===== config.mk =====
export PLATFORM = sky130hd
export DESIGN_NAME = mc_control_v2
export DESIGN_NICKNAME = d
export VERILOG_FILES = /design/src/rtl/mc_control_v2.sv
export SDC_FILE = /design/constraint.sdc
export NUM_CORES = 1
export LEC_CHECK = 0
export BUFFER_PORTS_ARGS = -buffer_cell sky130_fd_sc_hd__buf_2
export CAP_MARGIN = 30
export CORE_MARGIN = 3
export CORE_UTILIZATION = 52
export CTS_BUF_LIST = sky130_fd_sc_hd__clkbuf_8
export CTS_CLUSTER_SIZE = 12
export DETAILED_ROUTE_END_ITERATION = 8
export PLACE_DENSITY = 0.83
export REMOVE_ABC_BUFFERS = 1
export SLEW_MARGIN = 30
export SYNTH_ARGS = -nofsm -noshare
export SYNTH_HDL_FRONTEND = slang
export SYNTH_SLANG_ARGS = --single-unit

===== constraint.sdc =====
create_clock -name clk -period 2.1 [get_ports clk]
set_input_delay 0.315 -clock clk [delete_from_list [all_inputs] [get_ports clk]]
set_output_delay 0.315 -clock clk [all_outputs]
set_load 0.05 [all_outputs]

===== src/rtl/mc_control_v2.sv =====
// Multicycle RV32I control FSM for the mp2 datapath: mux selects, loads and strobes,
// plus sticky traps, instruction-boundary halt, retired-instruction count and latched EA bits.
//
// state     | meaning
// FETCH1    | MAR <- PC, or divert to HALT when halt_req is set
// FETCH2    | instruction read, wait for mem_resp
// FETCH3    | IR <- MDR
// DECODE    | classify opcode, trap on illegal opcode / branch funct3
// EXEC      | single-cycle execute of all non-memory ops
// CALC_ADDR | effective address, legality and alignment checks
// LD1       | data read, wait for mem_resp
// LD2       | writeback of loaded data
// ST1       | data write, wait for mem_resp
// ST2       | PC advance after store
// TRAP      | sticky fault, left only by rst
// HALT      | parked between instructions while halt_req is high
module mc_control_v2 #(
  parameter int unsigned MEM_TIMEOUT   = 0,
  parameter bit          MISALIGN_TRAP = 1'b1,
  parameter int unsigned CNT_W         = 32
) (
  input  logic             clk,
  input  logic             rst,
  input  logic [6:0]       opcode,
  input  logic [2:0]       funct3,
  input  logic [6:0]       funct7,
  input  logic             br_en,
  input  logic [1:0]       addr_lsb,
  input  logic             mem_resp,
  input  logic             halt_req,
  output logic [1:0]       pcmux_sel,
  output logic             alumux1_sel,
  output logic [2:0]       alumux2_sel,
  output logic [3:0]       regfilemux_sel,
  output logic             marmux_sel,
  output logic             cmpmux_sel,
  output logic [2:0]       aluop,
  output logic [2:0]       cmpop,
  output logic             mem_read,
  output logic             mem_write,
  output logic [3:0]       mem_byte_enable,
  output logic [3:0]       rmask,
  output logic [3:0]       wmask,
  output logic             load_pc,
  output logic             load_ir,
  output logic             load_regfile,
  output logic             load_mar,
  output logic             load_mdr,
  output logic             load_data_out,
  output logic             trap,
  output logic [2:0]       trap_cause,
  output logic             halted,
  output logic [CNT_W-1:0] instret
);

  localparam logic [6:0] OP_LUI = 7'b0110111, OP_AUIPC = 7'b0010111, OP_JAL = 7'b1101111;
  localparam logic [6:0] OP_JALR = 7'b1100111, OP_BR = 7'b1100011, OP_LOAD = 7'b0000011;
  localparam logic [6:0] OP_STORE = 7'b0100011, OP_IMM = 7'b0010011, OP_REG = 7'b0110011;

  localparam logic [1:0] PC_PLUS4 = 2'd0, PC_ALU = 2'd1, PC_ALU_MOD2 = 2'd2;
  localparam logic       ALU1_RS1 = 1'b0, ALU1_PC = 1'b1;
  localparam logic [2:0] ALU2_I = 3'd0, ALU2_U = 3'd1, ALU2_B = 3'd2, ALU2_S = 3'd3;
  localparam logic [2:0] ALU2_J = 3'd4, ALU2_RS2 = 3'd5;
  localparam logic [3:0] RF_ALU = 4'd0, RF_BR = 4'd1, RF_U = 4'd2, RF_LW = 4'd3, RF_PC4 = 4'd4;
  localparam logic [3:0] RF_LB = 4'd5, RF_LBU = 4'd6, RF_LH = 4'd7, RF_LHU = 4'd8;
  localparam logic       MAR_PC = 1'b0, MAR_ALU = 1'b1;
  localparam logic       CMP_RS2 = 1'b0, CMP_I = 1'b1;
  localparam logic [2:0] ALU_ADD = 3'd0, ALU_SRA = 3'd2, ALU_SUB = 3'd3, ALU_SRL = 3'd5;
  localparam logic [2:0] F3_BLT = 3'b100, F3_BLTU = 3'b110;

  localparam logic [2:0] CAUSE_NONE = 3'd0, CAUSE_OPCODE = 3'd1, CAUSE_FUNCT3 = 3'd2;
  localparam logic [2:0] CAUSE_MIS_LD = 3'd3, CAUSE_MIS_ST = 3'd4, CAUSE_TIMEOUT = 3'd5;

  localparam int TO_W = (MEM_TIMEOUT > 1) ? $clog2(MEM_TIMEOUT) : 1;

  typedef enum logic [3:0] {
    FETCH1, FETCH2, FETCH3, DECODE, EXEC, CALC_ADDR,
    LD1, LD2, ST1, ST2, TRAP, HALT
  } state_t;

  state_t           state_q, state_d;
  logic [1:0]       addr_q;
  logic [TO_W-1:0]  to_cnt_q;
  logic [2:0]       cause_q, cause_d;
  logic [CNT_W-1:0] instret_q;
  logic             in_wait, timeout_hit, ls_bad_f3, ls_misaligned;
  logic [3:0]       lane_q;

  // Lane mask from access size; the 4-bit shift deliberately drops lanes past byte 3.
  function automatic logic [3:0] lane_mask(input logic [2:0] f3, input logic [1:0] a);
    case (f3[1:0])
      2'b10:   return 4'b1111;
      2'b01:   return 4'b0011 << a;
      default: return 4'b0001 << a;
    endcase
  endfunction

  assign in_wait     = (state_q == FETCH2) || (state_q == LD1) || (state_q == ST1);
  assign timeout_hit = (MEM_TIMEOUT != 0) && in_wait && !mem_resp &&
                       (to_cnt_q == TO_W'(MEM_TIMEOUT - 1));
  assign lane_q      = lane_mask(funct3, addr_q);

  assign ls_bad_f3 = (opcode == OP_LOAD) ?
                     !(funct3 inside {3'b000, 3'b001, 3'b010, 3'b100, 3'b101}) :
                     !(funct3 inside {3'b000, 3'b001, 3'b010});
  assign ls_misaligned = ((funct3[1:0] == 2'b10) && (addr_lsb != 2'b00)) ||
                         ((funct3[1:0] == 2'b01) && addr_lsb[0]);

  always_ff @(posedge clk) begin
    if (rst) begin
      state_q   <= FETCH1;
      addr_q    <= 2'b00;
      to_cnt_q  <= '0;
      cause_q   <= CAUSE_NONE;
      instret_q <= '0;
    end else begin
      state_q <= state_d;
      if (state_q == CALC_ADDR) addr_q <= addr_lsb;
      if (in_wait && state_d == state_q) to_cnt_q <= to_cnt_q + 1'b1;
      else                               to_cnt_q <= '0;
      if (state_d == TRAP && state_q != TRAP) cause_q <= cause_d;
      if (load_pc) instret_q <= instret_q + 1'b1;
    end
  end

  always_comb begin
    state_d         = state_q;
    cause_d         = CAUSE_NONE;
    pcmux_sel       = PC_PLUS4;
    alumux1_sel     = ALU1_RS1;
    alumux2_sel     = ALU2_I;
    regfilemux_sel  = RF_ALU;
    marmux_sel      = MAR_PC;
    cmpmux_sel      = CMP_RS2;
    aluop           = ALU_ADD;
    cmpop           = funct3;
    mem_read        = 1'b0;
    mem_write       = 1'b0;
    mem_byte_enable = 4'b1111;
    rmask           = 4'b0000;
    wmask           = 4'b0000;
    load_pc         = 1'b0;
    load_ir         = 1'b0;
    load_regfile    = 1'b0;
    load_mar        = 1'b0;
    load_mdr        = 1'b0;
    load_data_out   = 1'b0;

    case (state_q)
      FETCH1: begin
        if (halt_req) state_d = HALT;
        else begin
          load_mar = 1'b1;
          state_d  = FETCH2;
        end
      end
      FETCH2: begin
        mem_read = 1'b1;
        load_mdr = 1'b1;
        if (mem_resp) state_d = FETCH3;
        else if (timeout_hit) begin
          state_d = TRAP;
          cause_d = CAUSE_TIMEOUT;
        end
      end
      FETCH3: begin
        load_ir = 1'b1;
        state_d = DECODE;
      end
      DECODE: begin
        case (opcode)
          OP_LUI, OP_AUIPC, OP_JAL, OP_JALR, OP_IMM, OP_REG: state_d = EXEC;
          OP_LOAD, OP_STORE: state_d = CALC_ADDR;
          OP_BR: begin
            if (funct3 inside {3'b010, 3'b011}) begin
              state_d = TRAP;
              cause_d = CAUSE_FUNCT3;
            end else state_d = EXEC;
          end
          default: begin
            state_d = TRAP;
            cause_d = CAUSE_OPCODE;
          end
        endcase
      end
      EXEC: begin
        load_pc      = 1'b1;
        load_regfile = 1'b1;
        state_d      = FETCH1;
        case (opcode)
          OP_LUI:   regfilemux_sel = RF_U;
          OP_AUIPC: begin
            alumux1_sel = ALU1_PC;
            alumux2_sel = ALU2_U;
          end
          OP_JAL: begin
            alumux1_sel    = ALU1_PC;
            alumux2_sel    = ALU2_J;
            pcmux_sel      = PC_ALU_MOD2;
            regfilemux_sel = RF_PC4;
          end
          OP_JALR: begin
            pcmux_sel      = PC_ALU_MOD2;
            regfilemux_sel = RF_PC4;
          end
          OP_BR: begin
            load_regfile = 1'b0;
            alumux1_sel  = ALU1_PC;
            alumux2_sel  = ALU2_B;
            pcmux_sel    = br_en ? PC_ALU : PC_PLUS4;
          end
          OP_IMM, OP_REG: begin
            if (opcode == OP_REG) alumux2_sel = ALU2_RS2;
            cmpmux_sel = (opcode == OP_REG) ? CMP_RS2 : CMP_I;
            case (funct3)
              3'b010: begin
                cmpop          = F3_BLT;
                regfilemux_sel = RF_BR;
              end
              3'b011: begin
                cmpop          = F3_BLTU;
                regfilemux_sel = RF_BR;
              end
              3'b101:  aluop = funct7[5] ? ALU_SRA : ALU_SRL;
              3'b000:  aluop = (opcode == OP_REG && funct7[5]) ? ALU_SUB : ALU_ADD;
              default: aluop = funct3;
            endcase
          end
          default: ;
        endcase
      end
      CALC_ADDR: begin
        if (opcode == OP_STORE) begin
          alumux2_sel   = ALU2_S;
          load_data_out = 1'b1;
        end
        if (ls_bad_f3) begin
          state_d = TRAP;
          cause_d = CAUSE_FUNCT3;
        end else if (MISALIGN_TRAP && ls_misaligned) begin
          state_d = TRAP;
          cause_d = (opcode == OP_STORE) ? CAUSE_MIS_ST : CAUSE_MIS_LD;
        end else begin
          load_mar   = 1'b1;
          marmux_sel = MAR_ALU;
          state_d    = (opcode == OP_STORE) ? ST1 : LD1;
        end
      end
      LD1: begin
        mem_read = 1'b1;
        load_mdr = 1'b1;
        rmask    = lane_q;
        if (mem_resp) state_d = LD2;
        else if (timeout_hit) begin
          state_d = TRAP;
          cause_d = CAUSE_TIMEOUT;
        end
      end
      LD2: begin
        rmask        = lane_q;
        load_regfile = 1'b1;
        load_pc      = 1'b1;
        state_d      = FETCH1;
        case (funct3)
          3'b000:  regfilemux_sel = RF_LB;
          3'b001:  regfilemux_sel = RF_LH;
          3'b100:  regfilemux_sel = RF_LBU;
          3'b101:  regfilemux_sel = RF_LHU;
          default: regfilemux_sel = RF_LW;
        endcase
      end
      ST1: begin
        mem_write       = 1'b1;
        mem_byte_enable = lane_q;
        wmask           = lane_q;
        if (mem_resp) state_d = ST2;
        else if (timeout_hit) begin
          state_d = TRAP;
          cause_d = CAUSE_TIMEOUT;
        end
      end
      ST2: begin
        mem_byte_enable = lane_q;
        wmask           = lane_q;
        load_pc         = 1'b1;
        state_d         = FETCH1;
      end
      HALT: begin
        if (!halt_req) state_d = FETCH1;
      end
      default: ;
    endcase
  end

  assign trap       = (state_q == TRAP);
  assign trap_cause = cause_q;
  assign halted     = (state_q == HALT);
  assign instret    = instret_q;

endmodule


==> summary.txt, run 1 <==
Detailed routing
  • Drt wl/cell: 15.4 microns
  • Starting DRT DRC Count: ~360
  • First-pass DRT Iterations: 5
  • Vias post-DR: ~3400
  • DR vias/cell: approximately 5.8
  • Routed WL: 9.13 mm
  • Final ANT Viol Nets: 0
  • DRC violations left: 0

CTS
  • Worst-path clk slew: 0.07 ns
  • CTS Hold Buffers Added: 0
  • Num CTS Buffers: 5
  • Root Buffer: clkbuf_8
  • Max Buffers Root-to-Sink: 2
  • Clock Latency Late Sink: just under 0.3 ns
  • H-tree levels: 2
  • CTS Sinks: 41
  • CTS tree: done

Synth
  • Post-synthesis sequential area ratio: 28.9%
  • Synthesized area: approximately 2800 sq um
  • Synth Register Bits: 41
  • Yosys cell types: 58
  • Yosys Warn Count: 0
  • Cells after synthesis: ~400
  • Primary FF master, synth: dfxtp_1
  • Share of the synthesized area in the top cell type: 28.9%
  • Synth area leader: dfxtp_1
  • Number of enable flip-flop cells after synthesis: 0
  • Syn Area/Cell: 7.30 sq um
  • Synth top area cells: dfxtp_1 29%, nor2_1 11%, xnor2_1 6.8%
  • Async SR Flop Fraction: 0%

GRT
  • Grt ovf: 0
  • Largest net degree at the start of global routing: 24
  • First-pass GRT wire length: 14.0 mm
  • Initial antenna violation count: 0
  • GRT Util Overall: 26.6%
  • Vias in the first global route: 3105

Hold path
  • Worst Hold Class: primary input to register
  • Worst hold path stage count: 3
  • Worst Hold Path EP: addr_q[1]
  • HP Start: addr_lsb[1]

Setup path
  • Worst-path maximum fanout: 9
  • Worst R2R Setup Slack: 0.03 ns
  • Worst R2R End: instret[25]
  • WP data arrival: 1.81 ns
  • Reg-to-Reg Start: state_q[3]
  • Crit end category: primary output
  • Critical Path Source Type: primary input
  • Critical Path RT: 1.78 ns
  • Worst-case reg-to-reg path depth: 8
  • Crit path kind: primary input to primary output

Floorplan
  • Boundary Pins: approximately 100
  • Die span in y: 79.9 microns
  • Site row count: 26
  • CORE AREA: 5200 sq um
  • Die area: between 6000 and 7000 sq um
  • DIE WIDTH: about 80 microns
  • Starting density of the core: 54.6%

STA
  • Worst hold margin: 0.309 ns
  • Final WS setup: -0.0225 ns
  • Setup Skew: 0.00968 ns
  • RSZ-0062 raised after global routing: yes
  • Worst slew margin: about two thirds
  • Tightest Pin Transition: around 0.5 ns
  • Slew Limit Fails: 0
  • Final worst-path cycle share: 101%
  • Achievable Freq: roughly 0.47 GHz
  • Final setup violation count: 2
  • Final Hold Viols: 0
  • Setup TNS: -0.0367 ns
  • Minimum clock period: 2.12 ns

Placement
  • Quantity of I/O buffers inserted on ports: 92
  • Area after DPL: 3660 sq um
  • DP HPWL: 6.36 mm
  • Gpl congestion: 0.953

Finish
  • Diode count: 0
  • Layout cells sized above 1: between 30% and 40%
  • Area Overhead vs Synth: 43.0%
  • Final Net Count: 548
  • Design area: roughly 4100 sq um
  • Final Util: 78.1%

Power
  • Power density over the cells: 701 nW/um^2
  • Power, Total: 2850 uW
  • Peak supply drop: 0.000719 V
  • Leak Pwr: 0.00170 uW

Status
  • Failing checks: setup timing
  • Status: complete, but fails checks

Flow run
  • Maxcap violations: 0
[state kept, by name (all words and copies together), names as in the netlist]
signal,cells
addr_q,2
instret,32
state_q,4
trap_cause,3
[synth_stat cells (6+ instances only)]
| library cell | n |
|---|---|
| xor2_1 | 11 |
| nand3_1 | 13 |
| a21oi_1 | 16 |
| dfxtp_1 | 41 |
| and4_1 | 6 |
| nor4_1 | 8 |
| clkbuf_1 | 10 |
| nand2_1 | 33 |
| nand2b_1 | 8 |
| o21ai_0 | 12 |
| nor3_1 | 23 |
| inv_1 | 10 |
| nor2b_1 | 10 |
| nand4_1 | 8 |
| xnor2_1 | 22 |
| buf_2 | 8 |
| nor2_1 | 80 |
[metrics by stage]
stage / cells / setup WS (ns)
floorplan: 366 / -1.56
detailed placement: 579 / -0.152
global placement: 579 / -0.0462
finish: 593 / -0.0225
global route: 593 / -0.0949
CTS: 588 / 0.000114
[critical path: stages]
cell and delay (ns):
buf_2 0.10, buf_4 0.19, nand3b_1 0.26, nor2_1 0.17, nor2_1 0.07, nor3_2 0.28
nor2_2 0.09, nor2_1 0.15, buf_6 0.18
[cell usage in the layout (no fill, tap or decap), types with 11 or more instances in the layout]
master   Yosys  final
nand2_1     33     31
xor2_1      11     11
dfxtp_1     41     37
buf_4        1     59
nand3_1     13     13
nor3_1      23     16
nor2_1      80     75
a21oi_1     16     16
xnor2_1     22     22
buf_2        8     76
[metal layers]
layer | up-vias | GRT usage [%] | part of all wire [%]
li1 | 1622 | - | -
met1 | 1586 | 34.1 | 42
met2 | 195 | 46.3 | 48
met3 | 29 | 3.50 | 7.4
met4 | 0 | 7.94 | 2.6
met5 | - | 0 | 0
[cells by family (layout without fill, tap and decap cells)]
group | after synthesis | count (layout) | share of synthesized area (%)
multiplexers | 3 | 3 | 1.14
AO/OA/AOI/OAI | 62 | 62 | 15.0
flip-flops | 41 | 41 | 28.9
buffers and inverters | 34 | 168 | 5.55
AND/OR/NAND/NOR | 215 | 215 | 38.8
adder cells (fa/ha/maj) | 1 | 1 | 0.440
XOR/XNOR | 33 | 33 | 10.2
[worst max-delay path by stage]
stage,to,slack (ns),startpoint
after global routing,alumux2_sel[2],-0.09,opcode[5]
after global placement,trap_cause[2],-0.05,state_q[0]
after CTS,load_data_out,0.0001,state_q[3]
after detailed placement,alumux2_sel[0],-0.15,opcode[6]
after floorplan,alumux2_sel[0],-1.56,state_q[2]
final,alumux2_sel[2],-0.02,opcode[5]
[timing repair]
item | CTS | global route
pin swaps | 1 | 12
endpoints found under the setup margin | 23 | 27
cloned | 0 | 0
setup buffers | 2 | 5
gates resized for setup | 26 | 44
hold endpoints to repair | 0 | 0
[report_power, final]
| part | switching (uW) | total, uW | internal [uW] |
|---|---|---|---|
| logic | 920 | 1480 | 561 |
| clock network | 259 | 485 | 225 |
| registers | 57.2 | 881 | 824 |
| total | 1240 | 2850 | 1610 |
[cell type report]
cell class | instances | area [sq um]
clock buffer | 5 | 68.8
tap | 70 | 87.6
fill | 369 | 1140
sequential | 41 | 836
clock inverter | 2 | 12.5
timing repair buffer | 150 | 971
inverter | 11 | 43.8
multi-input combinational | 314 | 2040
No activity file was read; power rests on OpenSTA's default activity.
==> run 2: changes to the inputs <==
--- a/config.mk
+++ b/config.mk
@@ -7,2 +7,3 @@
 export LEC_CHECK = 0
+export ABC_AREA = 1
 export BUFFER_PORTS_ARGS = -buffer_cell sky130_fd_sc_hd__buf_2
@@ -14,3 +15,3 @@
 export DETAILED_ROUTE_END_ITERATION = 8
-export PLACE_DENSITY = 0.83
+export PLACE_DENSITY = 0.82
 export REMOVE_ABC_BUFFERS = 1
==> constraint.sdc (replaced) <==
create_clock -name clk -period 2.1 [get_ports clk]
set_input_delay 0 -clock clk [delete_from_list [all_inputs] [get_ports clk]]
set_output_delay 0 -clock clk [all_outputs]
set_load 0.05 [all_outputs]
==> run 2 against run 1 <==
The flow now finishes without violations. Hold slack got worse by 0.19 ns. Via count decreased by 0.47%. First-iteration DRC count down 41%. Wire length decreased by 10%. Critical path depth rose by 1. Die area is 2.4% higher. Sequential cell count unchanged. Total power up 3.3%. Combinational power decreased by 7%. Global-route usage decreased by 1.6 points. Largest power group unchanged.
==> summary.txt, run 2 <==
GRT
  • Grt ovf: 0
  • First-pass GRT wire length: 13.2 mm
  • GRT Util Overall: 25.1%
  • Largest net degree at the start of global routing: 29
  • Vias in the first global route: 3025
  • Initial antenna violation count: 0

Setup path
  • Critical Path RT: about 2.1 ns
  • Crit path max-delay family: buffers and inverters
  • Max stage delay on crit path: 0.37 ns
  • Worst R2R Setup Slack: 0.22 ns
  • Worst-case reg-to-reg path depth: 11
  • CP endpoint: alumux2_sel[0]
  • Worst R2R End: trap_cause[0]
  • Critical Path Source Type: register
  • Crit path from: state_q[0]
  • Crit path kind: register to primary output
  • Critical path's most frequent cell: inv_1
  • CP Depth: 10
  • Crit path cell chain: inv_1, nor2_1, buf_4, inv_1, nor2_4, inv_2, nor2_1, inv_1, o21ai_0, buf_4
  • Worst-path maximum fanout: 5
  • Reg-to-Reg Start: state_q[2]
  • Slowest-stage cell, CP: dfxtp_2
  • WP data arrival: 1.90 ns
  • Buf/Inv on CP: 6
  • Crit end category: primary output

Hold path
  • Worst Hold Class: primary input to register

STA
  • Final Hold Viols: 0
  • Achievable Freq: 0.526 GHz
  • Final worst-path cycle share: 90.5%
  • Setup Skew: 0.0115 ns
  • RSZ-0062 raised after global routing: no
  • Slew Limit Fails: 0
  • Tightest Pin Transition: roughly 0.47 ns
  • Worst slew margin: around two thirds
  • Final WS setup: 0.199 ns
  • Final setup violation count: 0
  • Minimum clock period: 1.90 ns

Floorplan
  • DIE WIDTH: a little over 80 microns
  • Starting density of the core: 55.3%
  • Site row count: 26
  • Boundary Pins: 99
  • Die span in y: just over 80 microns
  • CORE AREA: 5270 sq um
  • Die area: 6540 sq um

CTS
  • Clock Latency Late Sink: 0.30 ns
  • CTS tree: done
  • H-tree levels: 2
  • Root Buffer: clkbuf_8
  • Num CTS Buffers: 5
  • Max Buffers Root-to-Sink: 2
  • CTS Sinks: 41
  • Worst-path clk slew: 0.08 ns

Detailed routing
  • First-pass DRT Iterations: 4
  • DR vias/cell: between 5 and 6
  • Drt wl/cell: 12.6 microns
  • Starting DRT DRC Count: 213
  • Vias post-DR: 3416
  • Routed WL: around 8.2 mm
  • DRC violations left: 0
  • Final ANT Viol Nets: 0

Finish
  • Max reg flops: 32
  • Layout cells sized above 1: 24.9%
  • Diode count: 0
  • Final Net Count: 606
  • Design area: 3650 sq um
  • Commonest non-fill, non-tap cell in the layout: nand2_1
  • Fin cells: 652
  • Area Overhead vs Synth: 25.2%
  • Most frequent cells in the layout: 103 x nand2_1, 90 x buf_2, 75 x nor2_1

Synth
  • Synth Register Bits: 41
  • Cells after synthesis: around 480
  • Synth top area cells: dfxtp_1 28%, nand2_1 13%, nor2_1 9.9%
  • Synthesized area: 2920 sq um
  • Syn Area/Cell: 6.11 sq um
  • Count leader, synth: nand2_1
  • Post-synthesis sequential area ratio: 28.1%
  • Share of the synthesized area in the top cell type: 28.1%
  • Yosys Warn Count: 0
  • Number of enable flip-flop cells after synthesis: 0
  • Yosys cell types: 36
  • Primary FF master, synth: dfxtp_1
  • Commonest cells post-synth: 103 x nand2_1, 77 x nor2_1, 70 x inv_1
  • Synth area leader: dfxtp_1
  • Async SR Flop Fraction: 0%

Placement
  • DP HPWL: 6.36 mm
  • Area after DPL: about 3500 sq um
  • Gpl congestion: 0.852
  • Post-Place Cells: 641
  • Pre-CTS WS: 0.212 ns
  • Quantity of I/O buffers inserted on ports: 92

Status
  • Status: finished, final reports clean

Power
  • Power, Total: 2940 uW
  • Peak supply drop: 0.000498 V
  • Power density over the cells: roughly 800 nW/um^2
  • Leak Pwr: 0.00177 uW

Flow run
  • Maxcap violations: 0
[run 2: cell types whose count changed after synthesis, sizes merged, moves of 10 or more]
cell   before  now
buf        13    3
o21ai      12   24
inv        10   76
nor2b      10    0
a21oi      16   28
nand2      33  106
nand3      14   35
xnor2      22    5
[run 2: area by class of cell]
cell class / instances / area, sq um
repair buffers: 104 / 561
clock inverters: 3 / 43.8
fillers: 510 / 1620
inverters: 76 / 285
clock buffers: 5 / 68.8
flip-flops and latches: 41 / 823
well taps: 70 / 87.6
multi-input cells: 353 / 1780
[run 2: worst reg2reg max path: stages (launching register included)]
cell and delay [ns]:
dfxtp_1 0.38, nor2_2 0.22, inv_1 0.09, nor2_1 0.28, nand3_1 0.20, inv_1 0.10
nor2_1 0.06, nor2_1 0.11, nand3_2 0.14, nand2_1 0.09, nand2_1 0.05, nor2_1 0.11
[run 2: logic make-up (layout without fill, tap and decap cells)]
family / count (synthesis) / in the layout / share of synthesized area, %
buffers and inverters: 83 / 188 / 10.9
adders and majority gates: 1 / 1 / 0.429
DFF: 41 / 41 / 28.1
AOI/OAI and AO/OA: 62 / 62 / 11.3
and+or+nand+nor: 277 / 277 / 45.3
xor gates and xnor gates: 13 / 13 / 3.90
[run 2: where the power goes]
group	total (uW)	internal, uW	switching (uW)
combinational	1370	342	1030
sequential	915	843	72.1
clock	655	357	298
total	2940	1540	1400
[run 2: timing repair]
item,4_1_cts,5_1_grt
setup endpoints to repair,0,5
buffers inserted,0,1
hold endpoints to repair,2,0
hold buffers,2,0
gates resized for setup,0,8
[run 2: worst min path at each step]
| stage | startpoint | to | slack, ns | cells past startpoint |
|---|---|---|---|---|
| after floorplan | rst | instret[1] | 0.07 | 1 |
| after global placement | addr_lsb[1] | addr_q[1] | 0.27 | 3 |
| after detailed placement | addr_lsb[1] | addr_q[1] | 0.27 | 3 |
| after CTS | mem_resp | state_q[0] | 0.12 | 5 |
| after global routing | rst | instret[20] | 0.20 | 3 |
| final | mem_resp | state_q[0] | 0.12 | 5 |
[run 2: per-layer routing]
| layer | track usage, % | part of all wire (%) | up-vias | wire [microns] |
|---|---|---|---|---|
| li1 | - | - | 1740 | - |
| met1 | 31.6 | 45 | 1532 | 3690 |
| met2 | 43.7 | 47 | 135 | 3840 |
| met3 | 4.55 | 7.4 | 9 | 609 |
| met4 | 7.09 | 1.1 | 0 | 91 |
| met5 | 0 | 0 | - | 0 |
[run 2: through the flow]
stage	utilization, %	hold slack (ns)	setup TNS, ns
2_1_floorplan	-	0.0691	-0.463
3_3_place_gp	66.4	0.272	0
3_5_place_dp	66.4	0.268	0
4_1_cts	68.9	0.119	0
5_1_grt	69.3	0.203	0
6_report	69.3	0.118	0
